$ cat config.mk
export PLATFORM = sky130hd
export DESIGN_NAME = control_trace_recorder
export DESIGN_NICKNAME = d
export VERILOG_FILES = /design/src/rtl/control_trace_recorder.sv
export SDC_FILE = /design/constraint.sdc
export NUM_CORES = 1
export LEC_CHECK = 0
export CAP_MARGIN = 20
export CORE_UTILIZATION = 45
export DETAILED_ROUTE_END_ITERATION = 10
export PLACE_DENSITY = 0.73
export SLEW_MARGIN = 40
export SYNTH_ARGS = -nofsm -noshare
export SYNTH_HDL_FRONTEND = slang
export SYNTH_SLANG_ARGS = --single-unit
$ cat constraint.sdc
create_clock -name Clock -period 7.9 [get_ports Clock]
set_input_delay 1.58 -clock Clock [delete_from_list [all_inputs] [get_ports Clock]]
set_output_delay 1.58 -clock Clock [all_outputs]
set_load 0.02 [all_outputs]
$ cat src/rtl/control_trace_recorder.sv
// control_trace_recorder: triggered control-word/ALU trace buffer; TRACE_WRAP_EN keeps the newest DEPTH entries
module control_trace_recorder #(
   parameter int DEPTH = 16,
   parameter int CW    = 42
) (
   input  logic                       Clock,
   input  logic                       Reset,
   input  logic                       Arm,
   input  logic                       Stop,
   input  logic [CW-1:0]              CtrlWord,
   input  logic [7:0]                 ALUOut,
   input  logic [3:0]                 ALUOutFlag,
   input  logic [CW-1:0]              TrigValue,
   input  logic [CW-1:0]              TrigMask,
   input  logic                       Rd_Req,
   output logic                       Rd_Valid,
   output logic [CW+11:0]             Rd_Data,
   output logic [$clog2(DEPTH+1)-1:0] Count,
   output logic                       Armed,
   output logic                       Capturing,
   output logic                       Done,
   output logic                       Overflow
);
   localparam int AW = $clog2(DEPTH);
   localparam int NW = $clog2(DEPTH+1);
   typedef enum logic [1:0] {IDLE, ARMED, CAPTURE, DONE} state_t;
   state_t state, nxt;
   logic [CW+11:0] mem [DEPTH];
   logic [AW-1:0] wp, rp;
   logic wr, rd, clr, trig;
   assign trig = ((CtrlWord ^ TrigValue) & TrigMask) == '0;
   assign Armed = state == ARMED;
   assign Capturing = state == CAPTURE;
   assign Done = state == DONE;
   always_ff @(posedge Clock)
      state <= !Reset ? IDLE : nxt;
   always_comb begin
      nxt = state;
      wr = 1'b0;
      rd = 1'b0;
      clr = 1'b0;
      case (state)
         IDLE: if (Arm) begin
            nxt = ARMED;
            clr = 1'b1;
         end
         ARMED: if (Stop) nxt = IDLE;
            else if (trig) begin
               wr = 1'b1;
               nxt = CAPTURE;
            end
         CAPTURE: if (Stop) nxt = DONE;
            else if (CtrlWord[CW-1]) begin
               wr = 1'b1;
`ifndef TRACE_WRAP_EN
               if (Count == NW'(DEPTH-1)) nxt = DONE;
`endif
            end
         DONE: if (Arm) begin
            nxt = ARMED;
            clr = 1'b1;
         end else rd = Rd_Req && Count != '0;
         default: nxt = IDLE;
      endcase
   end
   always_ff @(posedge Clock)
      if (wr && Reset) mem[wp] <= {ALUOutFlag, ALUOut, CtrlWord};
   always_ff @(posedge Clock)
      if (!Reset) begin
         Count <= '0;
         wp <= '0;
         rp <= '0;
         Rd_Valid <= 1'b0;
         Rd_Data <= '0;
`ifdef TRACE_WRAP_EN
         Overflow <= 1'b0;
`endif
      end else begin
         Rd_Valid <= rd;
         if (clr) begin
            Count <= '0;
            wp <= '0;
            rp <= '0;
`ifdef TRACE_WRAP_EN
            Overflow <= 1'b0;
`endif
         end else if (rd) begin
            Rd_Data <= mem[rp];
            rp <= rp + 1'b1;
            Count <= Count - 1'b1;
         end else if (wr) begin
            wp <= wp + 1'b1;
`ifdef TRACE_WRAP_EN
            // full buffer: the write lands on the oldest entry, so the read side moves past it
            if (Count == NW'(DEPTH)) begin
               rp <= rp + 1'b1;
               Overflow <= 1'b1;
            end else Count <= Count + 1'b1;
`else
            Count <= Count + 1'b1;
`endif
         end
      end
`ifndef TRACE_WRAP_EN
   assign Overflow = 1'b0;
`endif
endmodule
Word-level counts from Yosys, hierarchy flattened
Memories as Yosys holds them, arrays and structs flattened. A register that Yosys moved wholly into a read port is not among the register bits.
Index checks and enable logic that the tools add are counted.
{"block": "totals", "regBits": 16, "latchBits": 0, "ramBits": 864, "romBits": 0, "inputBits": 143, "out_inout_bits": 64, "word_cells": 55, "memories": 1}
{"memory": "mem", "words": 16, "width": 54, "read_ports": 1, "rd_clocked_by_memory_dff": 1, "write_ports": 1, "line": "28", "text": "logic [CW+11:0] mem [DEPTH];"}
{"block": "op_classes", "n_addsub": 4, "mul": 0, "div_mod_pow": 0, "n_lt_le_gt_ge": 0, "n_eq_ne": 8, "shifts": 0, "muxes": 20, "bitwise": 5, "n_reduce_logical": 12}
{"operator": "42-bit bitwise AND", "count": 1}
{"operator": "42-bit logical NOT", "count": 1}
{"operator": "42-bit XOR", "count": 1}
{"operator": "2-bit two-way mux", "count": 6}
{"operator": "1-bit two-way mux", "count": 10}
{"operator": "5-bit two-way mux", "count": 2}
{"operator": "4-bit by 1-bit adder with 4-bit output (second input constant)", "count": 2}
{"operator": "3-bit by 2-bit inequality test with 1-bit output (second input constant)", "count": 2}
{"operator": "2-bit case mux with 3 select lines", "count": 1}
{"operator": "5-bit by 1-bit adder with 5-bit output (second input constant)", "count": 1}
{"operator": "5-bit by 4-bit == test with 1-bit output (second input constant)", "count": 1}
{"operator": "5-bit nonzero test", "count": 1}
{"operator": "5-bit by 1-bit subtractor with 5-bit output (second input constant)", "count": 1}
{"operator": "2-bit == test (second input constant)", "count": 2}
{"operator": "2-bit AND reduction", "count": 2}
{"operator": "4-bit AND reduction", "count": 1}
{"operator": "2-bit OR reduction", "count": 2}
{"operator": "3-bit inequality test (second input constant)", "count": 1}
{"operator": "1-bit inverter", "count": 3}
{"operator": "2-bit by 1-bit == test with 1-bit output (second input constant)", "count": 1}
{"operator": "1-bit logical AND", "count": 2}
{"operator": "2-bit logical NOT", "count": 1}
{"operator": "2-bit by 1-bit inequality test with 1-bit output (second input constant)", "count": 1}
{"operator": "1-bit case mux with 2 select lines", "count": 1}
{"operator": "other kinds (2)", "count": 2}

Longest topological paths before layout
Gate-level depths: netlist (run 1).
{"block": "logic_depth", "word_depth": 9, "ltp_mapped": 11, "depth_no_buf": 10}

Least setup slack after synthesis (run 1)
No wires, ideal clock.
{"block": "synth_timing", "kind": "input -> register", "start": "input TrigValue[23]", "end": "memory mem[7][0] (netlist name), enable pin", "setup_ns": 0.600, "arrival_time_ns": 7.816, "t_required_ns": 7.300, "setup_slack_ns": -0.515, "path_stages": 6, "path_buffers": 0, "cell_sequence": "xor2_1 -> a22oi_1 -> nand4_1 -> nor4_4 -> a22oi_2 -> nor4_1"}
{"block": "synth_between", "elab_chain_cells": 9}
{"element": "start: declaration", "line": "13", "text": "input logic [CW-1:0] TrigValue,"}
{"element": "42-bit XOR", "line": "31", "text": "assign trig = ((CtrlWord ^ TrigValue) & TrigMask) == '0;"}
{"element": "42-bit bitwise AND", "line": "31"}
{"element": "42-bit logical NOT", "line": "31"}
{"element": "1-bit two-way mux", "line": "48", "text": "else if (trig) begin"}
{"element": "1-bit two-way mux", "line": "47", "text": "ARMED: if (Stop) nxt = IDLE;"}
{"element": "1-bit case mux with 2 select lines", "line": "42", "text": "case (state)"}
{"element": "1-bit logical AND", "line": "67", "text": "if (wr && Reset) mem[wp] <= {ALUOutFlag, ALUOut, CtrlWord};"}
{"element": "1-bit two-way mux", "line": "67"}
{"element": "1-bit two-way mux (not written as such)", "line": "67"}
{"element": "end: declaration", "line": "28"}
Every way passes these cells.

Worst setup path in the final report (run 1)
{"block": "layout_timing", "start": "input CtrlWord[20]", "end": "memory mem[10][1] (netlist name), enable pin"}
{"block": "layout_between", "elab_chain_cells": 9}
{"element": "start: declaration", "line": "10", "text": "input logic [CW-1:0] CtrlWord,"}
{"element": "42-bit XOR", "line": "31"}
{"element": "42-bit bitwise AND", "line": "31"}
{"element": "42-bit logical NOT", "line": "31"}
{"element": "1-bit two-way mux", "line": "48"}
{"element": "1-bit two-way mux", "line": "47"}
{"element": "1-bit case mux with 2 select lines", "line": "42"}
{"element": "1-bit logical AND", "line": "67"}
{"element": "1-bit two-way mux", "line": "67"}
{"element": "1-bit two-way mux (not written as such)", "line": "67"}
Every way passes these cells.

==> results of run 1 <==
## metrics by stage
step / cell area, µm² / util (%) / hold slack, ps / setup WS, ps
final: 43000 / 54.2 / 451 / 2620
after global routing: 43000 / 54.2 / 473 / 2370
after floorplan: 36200 / - / 510 / 994
after CTS: 42900 / 54.1 / 455 / 2540
after detailed placement: 39900 / 50.3 / 446 / 1880
after global placement: 39600 / 50.0 / 448 / 1840
## sequential cells by signal (all words and copies together), names as in the netlist
register / flops
Count: 5
rp: 4
Rd_Valid: 1
mem: 864
wp: 4
Rd_Data: 54
state: 2
## power by group
group          leakage [µW]  switching (µW)  internal (µW)
sequential          0.00833            7.91           5410
clock               0.00147            1810           2570
combinational       0.00325             264            139
total                0.0131            2090           8120
## area by class of cell
type | instances | area share (%)
multi-input cells | 644 | 19.8
repair buffers | 259 | 6.32
clock buffers | 119 | 5.84
well taps | 1050 | 3.06
flip-flops and latches | 934 | 63.6
inverters | 10 | 0.0873
clock inverters | 52 | 1.23
diodes | 1 | 0.00582
## worst register-to-register path: stages (launching register included)
cell,delay (ps)
dfxtp_1,430
ha_1,290
inv_1,230
nor4_4,460
a22oi_2,250
nor3b_2,310
and3_2,760
buf_4,450
## routing by layer
metal  up-vias  track usage (%)  part of all wire, %
met5         -                0                0.019
met4         2             6.44                  2.3
met3       122             8.21                   12
met2       923             34.3                   48
met1      9445             28.4                   38
li1       7488                -                    -
## Yosys cell counts (all sizes together) (9+ instances only)
| library cell | instances | area [µm²] |
|---|---|---|
| clkbuf | 33 | 124 |
| edfxtp | 864 | 25900 |
| a22oi | 36 | 275 |
| inv | 10 | 37.5 |
| xor2 | 44 | 385 |
| a21boi | 54 | 405 |
| nor2 | 12 | 45.0 |
| nand2 | 138 | 518 |
| nand4 | 9 | 56.3 |
| ha | 11 | 138 |
| dfxtp | 70 | 1400 |
| buf | 48 | 233 |
| mux4 | 270 | 6080 |
## layout by cell type, fill, tap and decap left out, types with 22 or more instances in the layout
master / n
clkbuf_16: 97
dfxtp_1: 66
xor2_1: 44
clkbuf_1: 22
edfxtp_1: 864
mux4_2: 270
a21boi_0: 36
buf_4: 31
a22oi_1: 35
nand2_1: 138
clkdlybuf4s50_1: 204
## logic make-up after synthesis
group,share of synthesized area [%]
adders and majority gates,0.436
other,0.0104
and+or+nand+nor,2.44
DFF,75.6
xor gates and xnor gates,1.16
muxes,17.0
buffers and inverters,1.09
AOI/OAI and AO/OA,2.26
## path summary, 6_finish.rpt
check	cells past startpoint	to	slack (ps)	start
min reg2reg	2	Rd_Data[27]$_SDFFE_PN0P_	450	Rd_Data[27]$_SDFFE_PN0P_
max reg2reg	7	mem[10][1]$_DFFE_PP_	4360	state[0]$_SDFFE_PN0P_
min	2	Rd_Data[27]$_SDFFE_PN0P_	450	Rd_Data[27]$_SDFFE_PN0P_
max	9	mem[10][1]$_DFFE_PP_	2620	CtrlWord[20]
==> flow_metrics.env, run 1 <==
export IMPL_multi_input_area_um2=8520
export IMPL_cp_max_fo=22
export IMPL_cts_tree="yes"
export IMPL_syn_area_um2=36200
export IMPL_drtPass1Iterations=5
export IMPL_async_reset_ff_share_pct=0
export IMPL_hold_viol_final=0
export IMPL_drive_gt1_share_pct=24.1
export IMPL_hold_class="reg2reg"
export IMPL_ant_nets=0
export IMPL_fin_crit_ps=5280
export IMPL_dieArea_um2=81500
export IMPL_antenna_found_initial=3
export IMPL_ctsRootBufferMaster="clkbuf_16"
export IMPL_synth_ff_latch_count=934
export IMPL_powerDensity_nw_per_um2=237
export IMPL_status="finished, final reports clean"
export IMPL_slew_viol_final=0
export IMPL_grt_max_degree=76
export IMPL_irDropWorstVdd_v=0.000150
export IMPL_viasPerCell=5.86
export IMPL_cts_hold_buf=0
export IMPL_die_w_um=285
export IMPL_period_share_pct=66.8
export IMPL_synth_nets=1824
export IMPL_core_um2=79300
export IMPL_synth_edf_count=864
export IMPL_area_growth_pct=18.9
export IMPL_fmax_mhz=189
export IMPL_start_util_pct=45.6
export IMPL_ys_warn_count=0
export IMPL_dpl_hpwl_um=54900
export IMPL_drt_iter0_markers=1773
export IMPL_track_usage_pct=21.8
export IMPL_cp_slowest_stage_delay_ps=760
export IMPL_synthCells=1669
export IMPL_p_leak_uw=0.0131
export IMPL_synthFlopType="edfxtp_1"
export IMPL_ff_latch_area_um2=27400
export IMPL_cts_max_level=3
export IMPL_crit_buf_inv=2
export IMPL_grt_pass1_vias=18600
export IMPL_seq_area_frac_synth_pct=75.6
export IMPL_crit_path_start_kind="input port"
export IMPL_clkTransAtPathRegs_ps=60
export IMPL_drc=0
export IMPL_cts_buffer_depth=3
export IMPL_cp_slowest_cell="and3_2"
export IMPL_finalSetupViolations=0
export IMPL_fin_skew_ps=40.7
export IMPL_totalPowerFinal_uw=10200
export IMPL_grt_pass1_wl_um=128000
export IMPL_ios=207
export IMPL_cts_made_buffers=93
export IMPL_rsz0062_at_grt="no"
export IMPL_cap_violations=0
export IMPL_grt_overflow=0
export IMPL_die_h_um=285
export IMPL_worstSkewPairLatency_ps=660
export IMPL_critPathKind="in2reg"
export IMPL_fin_tns_setup_ps=0
export IMPL_finalNonFillerCells=3069
export IMPL_max_slew_worst_pin_slew_ps=798
export IMPL_required_ps=8200
export IMPL_end_kind="flip-flop"
export IMPL_cts_resized=0
export IMPL_cts_setup_buffers=0
export IMPL_arrival_ps=5580
export IMPL_wire_per_inst_um=28.7
export IMPL_slew_headroom_pct=46.8
export IMPL_synth_distinct_cells=46
export IMPL_critical_path_top_delay_family="simple AND/OR/NAND/NOR gates"
export IMPL_nets=2097
export IMPL_synth_avg_cell_area_um2=21.7
export IMPL_clkSinkCount=934
export IMPL_vias=18000
export IMPL_fillers=5854
export IMPL_dp_cells=2894
export IMPL_gp_congestion=0.850
export IMPL_num_rows=103
export IMPL_numPortBuffers=205
export IMPL_path_cells="clkdlybuf4s50_1, xor2_1, a22oi_1, nand4_1, nor4_4, a22oi_2, nor3b_2, and3_2, buf_4"
export IMPL_finalWirelength_um=88000
Note: power is estimated with default switching activity, not from simulation.
==> run 2, diff against run 1 <==
==> constraint.sdc (replaced) <==
create_clock -name Clock -period 4.5 [get_ports Clock]
set_input_delay 0.9 -clock Clock [delete_from_list [all_inputs] [get_ports Clock]]
set_output_delay 0.9 -clock Clock [all_outputs]
set_load 0.02 [all_outputs]
==> run 2 against run 1 <==
Net effect:
- register-to-register slack worse by 2600 ps
- sequential cell count stayed put
- final area is 2.2% higher
- via count is 2.3% higher
- routed wire length is 5.0% higher
- worst setup slack worse by 1800 ps
- final cell count is 2.0% higher
- clock power is 82% higher
- count of clock-buffer cells in the layout is 6 higher
- first-iteration DRC count is 11% higher
- non-clock buffer count is 60 higher
- highest routed layer unchanged
==> flow_metrics.env, run 2 (synthesized netlist as in run 1, its figures left out) <==
export IMPL_clkTransAtPathRegs_ps=60
export IMPL_postLayoutCellArea_um2=43900
export IMPL_largest_reg_flops=864
export IMPL_fin_crit_ps=3670
export IMPL_hold_class="reg2reg"
export IMPL_rsz0062_at_grt="no"
export IMPL_final_cell_mix="edfxtp_1, mux4_2, clkdlybuf4s50_1, nand2_1, clkbuf_16"
export IMPL_ant_nets=0
export IMPL_antenna_found_initial=2
export IMPL_numPortBuffers=205
export IMPL_p_int_uw=14500
export IMPL_grt_overflow=0
export IMPL_power_switching_uw=3750
export IMPL_irDropWorstVdd_v=0.000313
export IMPL_grt_max_degree=67
export IMPL_grt_pass1_wl_um=133000
export IMPL_start_util_pct=45.6
export IMPL_cp_max_fo=22
export IMPL_p_leak_uw=0.0136
export IMPL_area_growth_pct=21.5
export IMPL_cts_max_level=3
export IMPL_period_share_pct=81.6
export IMPL_p_clk_share_pct=43.7
export IMPL_cts_setup_buffers=0
export IMPL_seqPwrFrac_pct=52.1
export IMPL_wire_per_inst_um=29.5
export IMPL_fin_skew_ps=27.6
export IMPL_worstSkewPairLatency_ps=670
export IMPL_core_um2=79300
export IMPL_slew_viol_final=0
export IMPL_cts_made_buffers=93
export IMPL_cap_violations=0
export IMPL_switching_share_pct=20.6
export IMPL_cts_hold_buf=0
export IMPL_finalNonFillerCells=3130
export IMPL_critPathKind="in2reg"
export IMPL_end_kind="flip-flop"
export IMPL_final_common_cell="edfxtp_1"
export IMPL_insertedDiodeCount=0
export IMPL_gp_congestion=0.832
export IMPL_dieArea_um2=81500
export IMPL_drtPass1Iterations=5
export IMPL_power_frac_comb_pct=4.2
export IMPL_finalWirelength_um=92300
export IMPL_clkSinkCount=934
export IMPL_dp_cells=2955
export IMPL_die_h_um=285
export IMPL_grt_pass1_vias=19100
export IMPL_die_w_um=285
export IMPL_arrival_ps=4020
export IMPL_status="finished, final reports clean"
export IMPL_fin_hold_ws_ps=453
export IMPL_max_slew_worst_pin_slew_ps=875
export IMPL_final_core_util_pct=55.4
export IMPL_vias=18400
export IMPL_reg_largest_list="mem (864), Rd_Data (54), Count (5)"
export IMPL_track_usage_pct=22.9
export IMPL_fmax_mhz=272
export IMPL_num_rows=103
export IMPL_regMostFlops="mem"
export IMPL_cts_buffer_depth=3
export IMPL_powerDensity_nw_per_um2=415
export IMPL_cts_tree="yes"
export IMPL_cts_resized=0
export IMPL_place_area_um2=40700
export IMPL_ctsRootBufferMaster="clkbuf_16"
export IMPL_drt_iter0_markers=1974
export IMPL_drive_gt1_share_pct=26.9
export IMPL_required_ps=4850
export IMPL_nets=2157
export IMPL_finalSetupViolations=0
export IMPL_ios=207
export IMPL_slew_headroom_pct=41.5
export IMPL_hold_viol_final=0
export IMPL_crit_path_start_kind="input port"
export IMPL_viasPerCell=5.88
export IMPL_dpl_hpwl_um=58700
export IMPL_drc=0
export IMPL_fillers=5759
run 2: changes by cell type in the layout (fill, tap and decap cells not counted), sizes merged:
cell and delta:
clkbuf +6, inv +5, bufinv +2, clkinvlp -4, diode -1, buf +60
clkinv -7
run 2: layout make-up:
| class | count | area, µm² | share of cell area (%) |
|---|---|---|---|
| clock inverters | 48 | 572 | 1.30 |
| clock buffers | 125 | 2590 | 5.89 |
| well taps | 1050 | 1310 | 2.99 |
| multi-input cells | 644 | 8550 | 19.5 |
| flip-flops and latches | 934 | 27400 | 62.3 |
| repair buffers | 319 | 3520 | 8.01 |
| inverters | 10 | 38.8 | 0.0883 |
run 2: critical path, stage by stage:
cell	delay, ps
clkdlybuf4s50_1	830
xor2_1	310
a22oi_1	240
nand4_1	210
nor4_4	290
a22oi_2	110
buf_4	230
nor3_1	350
and2_4	290
buf_12	220
run 2: path summary, 6_finish.rpt:
kind	startpoint	to	slack [ps]	depth (start not counted)
setup reg to reg	state[0]$_SDFFE_PN0P_	mem[4][9]$_DFFE_PP_	1720	8
setup / recovery	CtrlWord[0]	mem[4][9]$_DFFE_PP_	830	10
hold reg to reg	Rd_Data[34]$_SDFFE_PN0P_	Rd_Data[34]$_SDFFE_PN0P_	450	2
hold / removal	Rd_Data[34]$_SDFFE_PN0P_	Rd_Data[34]$_SDFFE_PN0P_	450	2
run 2: metrics by stage:
stage	power [µW]	setup WS (ps)	setup TNS, ps
after global routing	18700	650	0
after detailed placement	10400	205	0
final	18300	827	0
after floorplan	9930	-628	-125530
after CTS	18300	870	0
after global placement	10400	310	0
run 2: routing by layer:
layer / share of wire (%) / routed length, µm / vias up / global-route usage (%)
met2: 46 / 42800 / 1050 / 34.8
met4: 2.9 / 2630 / 2 / 7.17
met5: 0.0087 / 8 / - / 0
met1: 37 / 34500 / 9609 / 30.1
met3: 13 / 12400 / 133 / 9.37
li1: - / - / 7603 / -
run 2: power by group through the flow:
stage	logic, µW	registers, µW	clock network, µW
2_1_floorplan	239	9690	0
3_3_place_gp	720	9680	0
3_5_place_dp	743	9690	0
4_1_cts	749	9500	8070
5_1_grt	804	9500	8410
6_report	764	9500	7980
